==> src/rtl/lii_stream_adapter.sv <==
// LII phy <-> HLS kernel stream adapter.
// Input side: one phy beat is split into NIN lanes, each buffered in its own
// FIFO so the kernel can drain lanes at independent rates. Beats addressed to
// another node are consumed and counted, never buffered.
// Output side: NOUT kernel lanes are captured together into a single
// registered phy beat. The kernel clock enable drops only while that beat is
// blocked downstream.
module lii_stream_adapter #(
    parameter int unsigned NIN    = 3,
    parameter int unsigned NOUT   = 1,
    parameter int unsigned IW     = 64,
    parameter int unsigned OW     = 8,
    parameter int unsigned PW     = 256,
    parameter int unsigned DEPTH  = 4,
    parameter logic [7:0]  MY_ID  = 8'h01,
    parameter logic [7:0]  DST_ID = 8'h02
) (
    input  logic                 aclk,
    input  logic                 arstn,

    input  logic [PW-1:0]        lii_in_tdata,
    input  logic                 lii_in_tvalid,
    output logic                 lii_in_tready,
    input  logic [7:0]           lii_in_src,
    input  logic [7:0]           lii_in_dst,

    output logic [PW-1:0]        lii_out_tdata,
    output logic                 lii_out_tvalid,
    input  logic                 lii_out_tready,
    output logic [7:0]           lii_out_src,
    output logic [7:0]           lii_out_dst,

    output logic [NIN*IW-1:0]    k_in_tdata,
    output logic [NIN-1:0]       k_in_tvalid,
    input  logic [NIN-1:0]       k_in_tready,

    input  logic [NOUT*OW-1:0]   k_out_tdata,
    input  logic [NOUT-1:0]      k_out_tvalid,
    output logic [NOUT-1:0]      k_out_tready,

    output logic                 ce,
    output logic [15:0]          drop_cnt
);

    localparam int unsigned AW = $clog2(DEPTH);
    localparam int unsigned CW = AW + 1;
    localparam logic [CW-1:0] FULL = CW'(DEPTH);

    // Input FIFOs: lanes are written in lockstep, so one write pointer serves all.
    logic [IW-1:0]  mem_q    [NIN][DEPTH];
    logic [AW-1:0]  wr_ptr_q;
    logic [AW-1:0]  rd_ptr_q [NIN];
    logic [CW-1:0]  cnt_q    [NIN];

    logic [NIN-1:0] not_full;
    logic [NIN-1:0] pop;
    logic           accept;
    logic           push;
    logic           drop;

    logic [15:0]    drop_cnt_q, drop_cnt_d;

    logic [PW-1:0]  out_data_q, out_data_d;
    logic           out_valid_q, out_valid_d;
    logic           all_v;
    logic           slot_free;
    logic           capture;

    // The source tag of incoming beats carries no meaning for this node.
    logic           unused_src;
    assign unused_src = ^lii_in_src;

    // Input ready depends only on FIFO occupancy, never on tvalid.
    always_comb begin
        not_full = '0;
        for (int i = 0; i < int'(NIN); i++) begin
            not_full[i] = cnt_q[i] < FULL;
        end
    end

    assign lii_in_tready = &not_full;
    assign accept        = lii_in_tvalid & lii_in_tready;
    assign push          = accept & (lii_in_dst == MY_ID);
    assign drop          = accept & (lii_in_dst != MY_ID);

    for (genvar g = 0; g < int'(NIN); g++) begin : g_lane
        assign k_in_tvalid[g]            = cnt_q[g] != '0;
        assign k_in_tdata[g*IW +: IW]    = mem_q[g][rd_ptr_q[g]];
        assign pop[g]                    = k_in_tvalid[g] & k_in_tready[g];
    end

    // FIFO storage: data only, no reset needed since count gates visibility.
    always_ff @(posedge aclk) begin
        if (push) begin
            for (int i = 0; i < int'(NIN); i++) begin
                mem_q[i][wr_ptr_q] <= lii_in_tdata[i*IW +: IW];
            end
        end
    end

    // FIFO pointers and occupancy; push and pop on the same lane cancel out.
    always_ff @(posedge aclk or negedge arstn) begin
        if (!arstn) begin
            wr_ptr_q <= '0;
            for (int i = 0; i < int'(NIN); i++) begin
                rd_ptr_q[i] <= '0;
                cnt_q[i]    <= '0;
            end
        end else begin
            if (push) begin
                wr_ptr_q <= wr_ptr_q + AW'(1);
            end
            for (int i = 0; i < int'(NIN); i++) begin
                if (pop[i]) begin
                    rd_ptr_q[i] <= rd_ptr_q[i] + AW'(1);
                end
                if (push && !pop[i]) begin
                    cnt_q[i] <= cnt_q[i] + CW'(1);
                end else if (!push && pop[i]) begin
                    cnt_q[i] <= cnt_q[i] - CW'(1);
                end
            end
        end
    end

    // Output capture takes all kernel lanes at once, or none of them.
    assign all_v        = &k_out_tvalid;
    assign slot_free    = !out_valid_q | lii_out_tready;
    assign capture      = all_v & slot_free;
    assign k_out_tready = {NOUT{capture}};

    // Next state for the output register and the saturating drop counter.
    always_comb begin
        out_data_d  = out_data_q;
        out_valid_d = out_valid_q;
        drop_cnt_d  = drop_cnt_q;
        if (capture) begin
            out_data_d                 = '0;
            out_data_d[NOUT*OW-1:0]    = k_out_tdata;
            out_valid_d                = 1'b1;
        end else if (lii_out_tready) begin
            out_valid_d = 1'b0;
        end
        if (drop && (drop_cnt_q != 16'hFFFF)) begin
            drop_cnt_d = drop_cnt_q + 16'd1;
        end
    end

    // Output register and drop counter state.
    always_ff @(posedge aclk or negedge arstn) begin
        if (!arstn) begin
            out_data_q  <= '0;
            out_valid_q <= 1'b0;
            drop_cnt_q  <= '0;
        end else begin
            out_data_q  <= out_data_d;
            out_valid_q <= out_valid_d;
            drop_cnt_q  <= drop_cnt_d;
        end
    end

    assign lii_out_tdata  = out_data_q;
    assign lii_out_tvalid = out_valid_q;
    assign lii_out_src    = MY_ID;
    assign lii_out_dst    = DST_ID;
    assign drop_cnt       = drop_cnt_q;
    assign ce             = !(out_valid_q & !lii_out_tready);

endmodule

==> config.mk <==
export PLATFORM = sky130hd
export DESIGN_NAME = lii_stream_adapter
export DESIGN_NICKNAME = d
export VERILOG_FILES = /design/src/rtl/lii_stream_adapter.sv
export SDC_FILE = /design/constraint.sdc
export NUM_CORES = 1
export LEC_CHECK = 0
export BUFFER_PORTS_ARGS = -buffer_cell sky130_fd_sc_hd__buf_2
export CORE_UTILIZATION = 25
export DETAILED_ROUTE_END_ITERATION = 12
export SLEW_MARGIN = 20
export SYNTH_ARGS = -nofsm -noshare
export SYNTH_HDL_FRONTEND = slang
export SYNTH_SLANG_ARGS = --single-unit
==> constraint.sdc <==
create_clock -name aclk -period 13.5 [get_ports aclk]
set_input_delay 3.375 -clock aclk [delete_from_list [all_inputs] [get_ports aclk]]
set_output_delay 3.375 -clock aclk [all_outputs]
set_load 0.05 [all_outputs]
==> results.md, run 1 <==
| Metric | This run |
|---|---|
| Outcome | complete, no violations |
| Number of synthesized flops with an enable pin | 768 |
| Synth top cells by count | edfxtp_1, buf_4, mux4_2 |
| Count of standard-cell rows | 129 |
| Vias in the first global route | 14314 |
| Register-to-Register Path Depth | 5 |
| Final worst-path cycle share | 56.2% |
| Number of buffers inserted by post-CTS setup repair | 0 |
| Leakage dissipation | 13.0 nW |
| Die Area | 128000 um2 |
| Worst-case setup margin in the final layout | 5.91 ns |
| Wire length per cell after detailed routing | 17.8 um |
| Startpoint of the most critical register-to-register path | cnt_q[2] |
| Portion of the post-synthesis area used by sequential elements | 76.4% |
| Cts repair resizes | 0 |
| Crit path max fanout | 9 |
| Placement-stage worst setup slack | 5.88 ns |
| Async S/R FF share, synth | 5.19% |
| Fraction of power consumed by combinational cells | 33.6% |
| CTS Hold Buffers Added | 0 |
| Power density normalized to cell area | 208 nW/um2 |
| Headroom to the max-slew limit | 34.9% |
| Endpoint type of the worst setup path | output pin |
| Clock buffers created by TritonCTS | 85 |
| Multi-input logic area | 6250 um2 |
| Clock network power share | 28.7% |
| Required time of the worst setup path | 10.12 ns |
| Die span in x | 357 um |
| Number of clock sinks | 810 |
| Instance count along the most critical hold path | 1 |
| Total core area | 124000 um2 |
| Number of placed instances with taps included | 3481 |
| Max-cap violations | 0 |
| Largest net degree at the start of global routing | 61 |
| Number of DRC violations after detailed-routing iteration 0 | 853 |
| Area added between synthesis and finish | 18.8% |
| Setup violations, final | 0 |
| Clock slew at reported path FFs | 0.06 ns |
| Non-filler instance count after layout | 3637 |
| Actual transition at the worst max-transition pin | 0.976 ns |
| RSZ-0062 raised after global routing | false |
| Sw power | 2.98 mW |
| Synth Register Bits | 810 |
| Clk_lat worst skew | 0.70 ns |
| Area share of the leading cell type in the synthesized netlist | 73.1% |
| Fin nets | 2230 |
| Final core area utilization | 30.1% |
| Netlist cell types | 35 |
| Fin. Hold Viols | 0 |
| CP startpoint kind | input pin |
| Min Tclk post-route | 7.59 ns |
| Hold Crit Class | reg2reg |
| Last weighted congestion value of the routability-driven placer | 0.707 |
| Netlist area before placement | 31600 um2 |
| H-tree levels | 3 |
| Arrival time at the worst endpoint | 4.21 ns |
| Fillers | 12094 |
| Number of instances in the synthesized netlist | 1431 |
| Capture point of the worst reg-to-reg path | mem_q[0][554] |
| Number of top-level design ports | 775 |
| Count leader, synth | edfxtp_1 |
| Sequential share of power | 37.6% |
| Initial cell density of the core | 25.4% |
| Setup_tns | 0 ns |
| Number of port buffers | 438 |
| Layout cells sized above 1 | 39.6% |
| Drc violations | 0 |
| Net switching share of the total power | 38.3% |
| Count of synthesis-stage warnings from yosys | 0 |
| DRT antenna net count | 0 |
| Worst Hold End | lii_out_tdata[7] |
| Overflow left after global routing | 0 |
| Number of buffers on the longest clock path | 3 |
| Estimated wirelength of the detail-placed design | 40.2 mm |
| Total GRT Usage | 9.86% |
| Worst min-delay path startpoint | lii_out_tdata[7] |
| Average vias per placed instance | 3.88 |
| Flop2flop setup slack | 9.07 ns |
| Worst IR drop on VDD | 0.148 mV |
| Fin. max-slew vios | 0 |
| Internal power | 4.82 mW |
| Final clock skew | 0.0352 ns |
| Area leader, netlist | edfxtp_1 |
| CP Class | in2out |
| Top post-synthesis cells by area | edfxtp_1, mux4_2, buf_4 |
| Die Ht | 357 um |
| Startpoint of the most critical setup path | lii_out_tready |
| Footprint of the flip-flops and latches | 24100 um2 |
| Number of antenna violations at the first check in global routing | 13 |
| Achievable clock frequency | 132 MHz |
| Clock tree from TritonCTS | yes |
| Global-route wire length before repair | 93.4 mm |
| Top flip-flop cell by instance count after synthesis | edfxtp_1 |
| Via count | 14121 |
| Total length of routed wires | 64.6 mm |
| Average size of a mapped cell | 22.1 um2 |
| Drt pass-1 iters | 4 |
| CTS root buffer | clkbuf_16 |
-- per-layer routing --
metal  GRT usage, %  share of wire [%]  wire (um)
met5              0               0.12         76
met4           4.41                2.8       1780
met3           2.81                5.9       3790
met2           16.8                 52      33400
met1           11.5                 40      25600
-- worst max-delay path: stages --
cell,delay (ns)
buf_2,0.09
nand2b_1,0.16
nand2_1,0.30
inv_1,0.06
buf_2,0.22
-- area by class of cell --
| cell class | count | area share [%] |
|---|---|---|
| well taps | 1637 | 5.46 |
| inverters | 6 | 0.0601 |
| repair buffers | 457 | 6.23 |
| clock inverters | 50 | 1.30 |
| diodes | 3 | 0.0200 |
| flip-flops and latches | 810 | 64.4 |
| clock buffers | 103 | 5.86 |
| multi-input cells | 571 | 16.7 |
-- power by group through the flow --
stage	Clock [mW]	Combinational [mW]	Sequential, mW
floorplan	0	2.22	2.90
global placement	0	2.66	3.00
detailed placement	0	2.67	3.00
CTS	2.32	2.67	2.94
global route	2.41	2.75	2.96
finish	2.24	2.62	2.93
-- logic make-up after synthesis --
family | count (synthesis) | share of synthesized area, %
adder cells (fa/ha/maj) | 11 | 0.508
XOR/XNOR | 30 | 0.833
flip-flops | 810 | 76.4
other | 2 | 0.0238
buffers and inverters | 312 | 6.91
multiplexers | 203 | 14.1
AND/OR/NAND/NOR | 58 | 1.07
AO/OA/AOI/OAI | 5 | 0.147
-- worst max-delay path by stage --
stage	end	slack (ns)	depth (start not counted)
after floorplan	mem_q[0][0]	4.28	3
after global placement	mem_q[0][523]	5.88	7
after detailed placement	mem_q[0][556]	5.88	7
after CTS	k_out_tready	5.91	5
after global routing	k_out_tready	5.79	5
final	k_out_tready	5.91	5
-- placed cells by master (no fill, tap or decap), types with 18 or more instances in the layout --
cell type and instances:
buf_2 438, buf_4 19, clkbuf_1 18, clkbuf_16 85
clkinv_1 21, conb_1 264, dfrtp_1 36, edfxtp_1 768
mux4_2 192, xnor2_1 18
-- flip-flops by register name, summed over array words and instances (netlist names) --
signal / flops
rd_ptr_q: 6
cnt_q: 9
lii_out_tvalid: 1
mem_q: 768
wr_ptr_q: 2
drop_cnt: 16
lii_out_tdata: 8
-- stage by stage --
stage | area [um2] | hold slack, ns | power, mW
after floorplan | 32500 | 0.479 | 5.11
final | 37500 | 0.499 | 7.80
after CTS | 37500 | 0.503 | 7.94
after global placement | 34800 | 0.482 | 5.66
after global routing | 37500 | 0.519 | 8.11
after detailed placement | 34800 | 0.489 | 5.66
(Power assumes the default switching activity.)
==> run 2: changes to the inputs <==
Clock period 13.5 ns to 6.4 ns, I/O delays scaled along.
==> run 2 against run 1 <==
  * Highest routed layer unchanged
  * Register-to-register slack worse by 5.5 ns
  * Design area is 1.2% higher
  * Clock-buffer cell count is 10 higher
  * Clock skew is 0.0081 ns lower
  * Die area stayed put
  * Critical path type is now reg2out
  * Clock power is 120% higher
  * Largest cell class unchanged
  * Routed wire length is 2.9% higher
  * Largest power group unchanged
==> results.md, run 2 (synthesized netlist as in run 1, its figures left out) <==
| Metric | This run |
|---|---|
| Total power | 16.7 mW |
| Initial cell density of the core | 25.4% |
| Die span in x | 357 um |
| Min Tclk post-route | 4.50 ns |
| Layout cells sized above 1 | 40.7% |
| Largest net degree at the start of global routing | 53 |
| Footprint of the flip-flops and latches | 24100 um2 |
| DRT antenna net count | 0 |
| Total GRT Usage | 10.1% |
| Number of antenna violations at the first check in global routing | 13 |
| Via count | 14291 |
| Clock tree from TritonCTS | yes |
| Number of port buffers | 438 |
| Vias in the first global route | 14575 |
| Die Area | 128000 um2 |
| Crit path max fanout | 33 |
| Grt met3 use | 3.53% |
| Wire length per cell after detailed routing | 18.2 um |
| Worst min-delay path startpoint | lii_out_tdata[7] |
| Max reg flops | 768 |
| Setup violations, final | 0 |
| Fin. max-slew vios | 0 |
| Endpoint type of the worst setup path | output pin |
| H-tree levels | 3 |
| Count of buffer and inverter cells on the critical path | 2 |
| Routing usage on met2 | 17.3% |
| Last weighted congestion value of the routability-driven placer | 0.721 |
| Final hold slack | 0.500 ns |
| Total core area | 124000 um2 |
| Multi-input logic area | 6250 um2 |
| CTS Hold Buffers Added | 0 |
| CP Class | reg2out |
| Power density normalized to cell area | 439 nW/um2 |
| Count of standard-cell rows | 129 |
| Drc violations | 0 |
| Fin. Hold Viols | 0 |
| Worst IR drop on VDD | 0.294 mV |
| Cts repair resizes | 0 |
| Cell breakdown of the critical path | buf_4 -> mux4_2 -> buf_2 |
| Worst-case setup margin in the final layout | 1.90 ns |
| Total length of routed wires | 66.5 mm |
| Achievable clock frequency | 222 MHz |
| Post-Place Cell Area | 35100 um2 |
| Hold Crit Class | reg2reg |
| CTS root buffer | clkbuf_16 |
| Setup_tns | 0 ns |
| Biggest register | mem_q |
| CP startpoint kind | flip-flop |
| Non-filler instance count after layout | 3664 |
| Final core area utilization | 30.5% |
| Most common cell after layout, fill and taps aside | edfxtp_1 |
| Arrival time at the worst endpoint | 2.90 ns |
| Required time of the worst setup path | 4.80 ns |
| Fin nets | 2252 |
| Max-cap violations | 0 |
| Overflow left after global routing | 0 |
| Fillers | 12009 |
| Final worst-path cycle share | 70.4% |
| Final clock skew | 0.0272 ns |
| GR peak layer | met2 |
| Number of buffers on the longest clock path | 3 |
| Leakage dissipation | 13.2 nW |
| Number of top-level design ports | 775 |
| Highest-count cells in the layout ignoring fill and taps | edfxtp_1, buf_2, conb_1 |
| Post-layout instance area | 37900 um2 |
| Number of clock sinks | 810 |
| Die Ht | 357 um |
| Drt pass-1 iters | 6 |
| Headroom to the max-slew limit | 40.6% |
| Number of placed instances with taps included | 3499 |
| Startpoint of the most critical setup path | rd_ptr_q[0] |
| Kind of cell adding the most delay to the critical path | flip-flops |
| Number of DRC violations after detailed-routing iteration 0 | 765 |
| Outcome | complete, no violations |
| Estimated wirelength of the detail-placed design | 43.0 mm |
| RSZ-0062 raised after global routing | false |
| Clk_lat worst skew | 0.68 ns |
| Clock buffers created by TritonCTS | 89 |
| Number of buffers inserted by post-CTS setup repair | 0 |
| Global-route wire length before repair | 95.2 mm |
| Slowest stage delay, CP | 0.85 ns |
| Actual transition at the worst max-transition pin | 0.891 ns |
| Clock slew at reported path FFs | 0.06 ns |
| Slowest stage cell on the critical path | dfrtp_4 |
| Area added between synthesis and finish | 20.2% |
| Placement-stage worst setup slack | 2.25 ns |
| Average vias per placed instance | 3.90 |
| Startpoint of the most critical register-to-register path | cnt_q[8] |
| Met1 Resource Use GR | 11.7% |
run 2: changes by cell type in the layout (fill, tap and decap cells not counted), moves of 2 or more:
cell / change
buf_12: +15
clkinv_1: -10
diode_2: +2
inv_6: +5
clkbuf_8: +2
clkinv_2: +3
clkbuf_16: +4
clkbuf_1: +4
clkinv_4: +2
buf_4: +3
run 2: final timing paths:
kind / endpoint / slack (ns) / cells past startpoint
max: k_in_tdata[147] / 1.90 / 3
min: lii_out_tdata[7] / 0.50 / 1
max reg2reg: mem_q[0][662] / 3.59 / 5
min reg2reg: lii_out_tdata[7] / 0.50 / 1
max in group asynchronous: rd_ptr_q[4] / 4.86 / 2
min in group asynchronous: drop_cnt[13] / 1.00 / 2
run 2: cell type report:
type	instances	area share [%]
Inverter	6	0.0594
Tap cell	1637	5.40
Sequential cell	810	63.6
Timing Repair Buffer	475	7.01
Clock buffer	113	6.16
Clock inverter	47	1.25
Antenna cell	5	0.0330
Multi-Input combinational cell	571	16.5
run 2: routing by layer:
layer  part of all wire (%)  up-vias
met5                   0.15        -
met4                    2.3       16
met3                    6.6      118
met2                     52      393
met1                     39     7458
li1                       -     6306
run 2: where the power goes:
part / leakage [nW] / internal [mW] / switching [mW]
Sequential: 7.41 / 5.88 / 0.407
Combinational: 4.46 / 1.63 / 3.83
Clock: 1.37 / 2.81 / 2.10
Total: 13.2 / 10.3 / 6.34
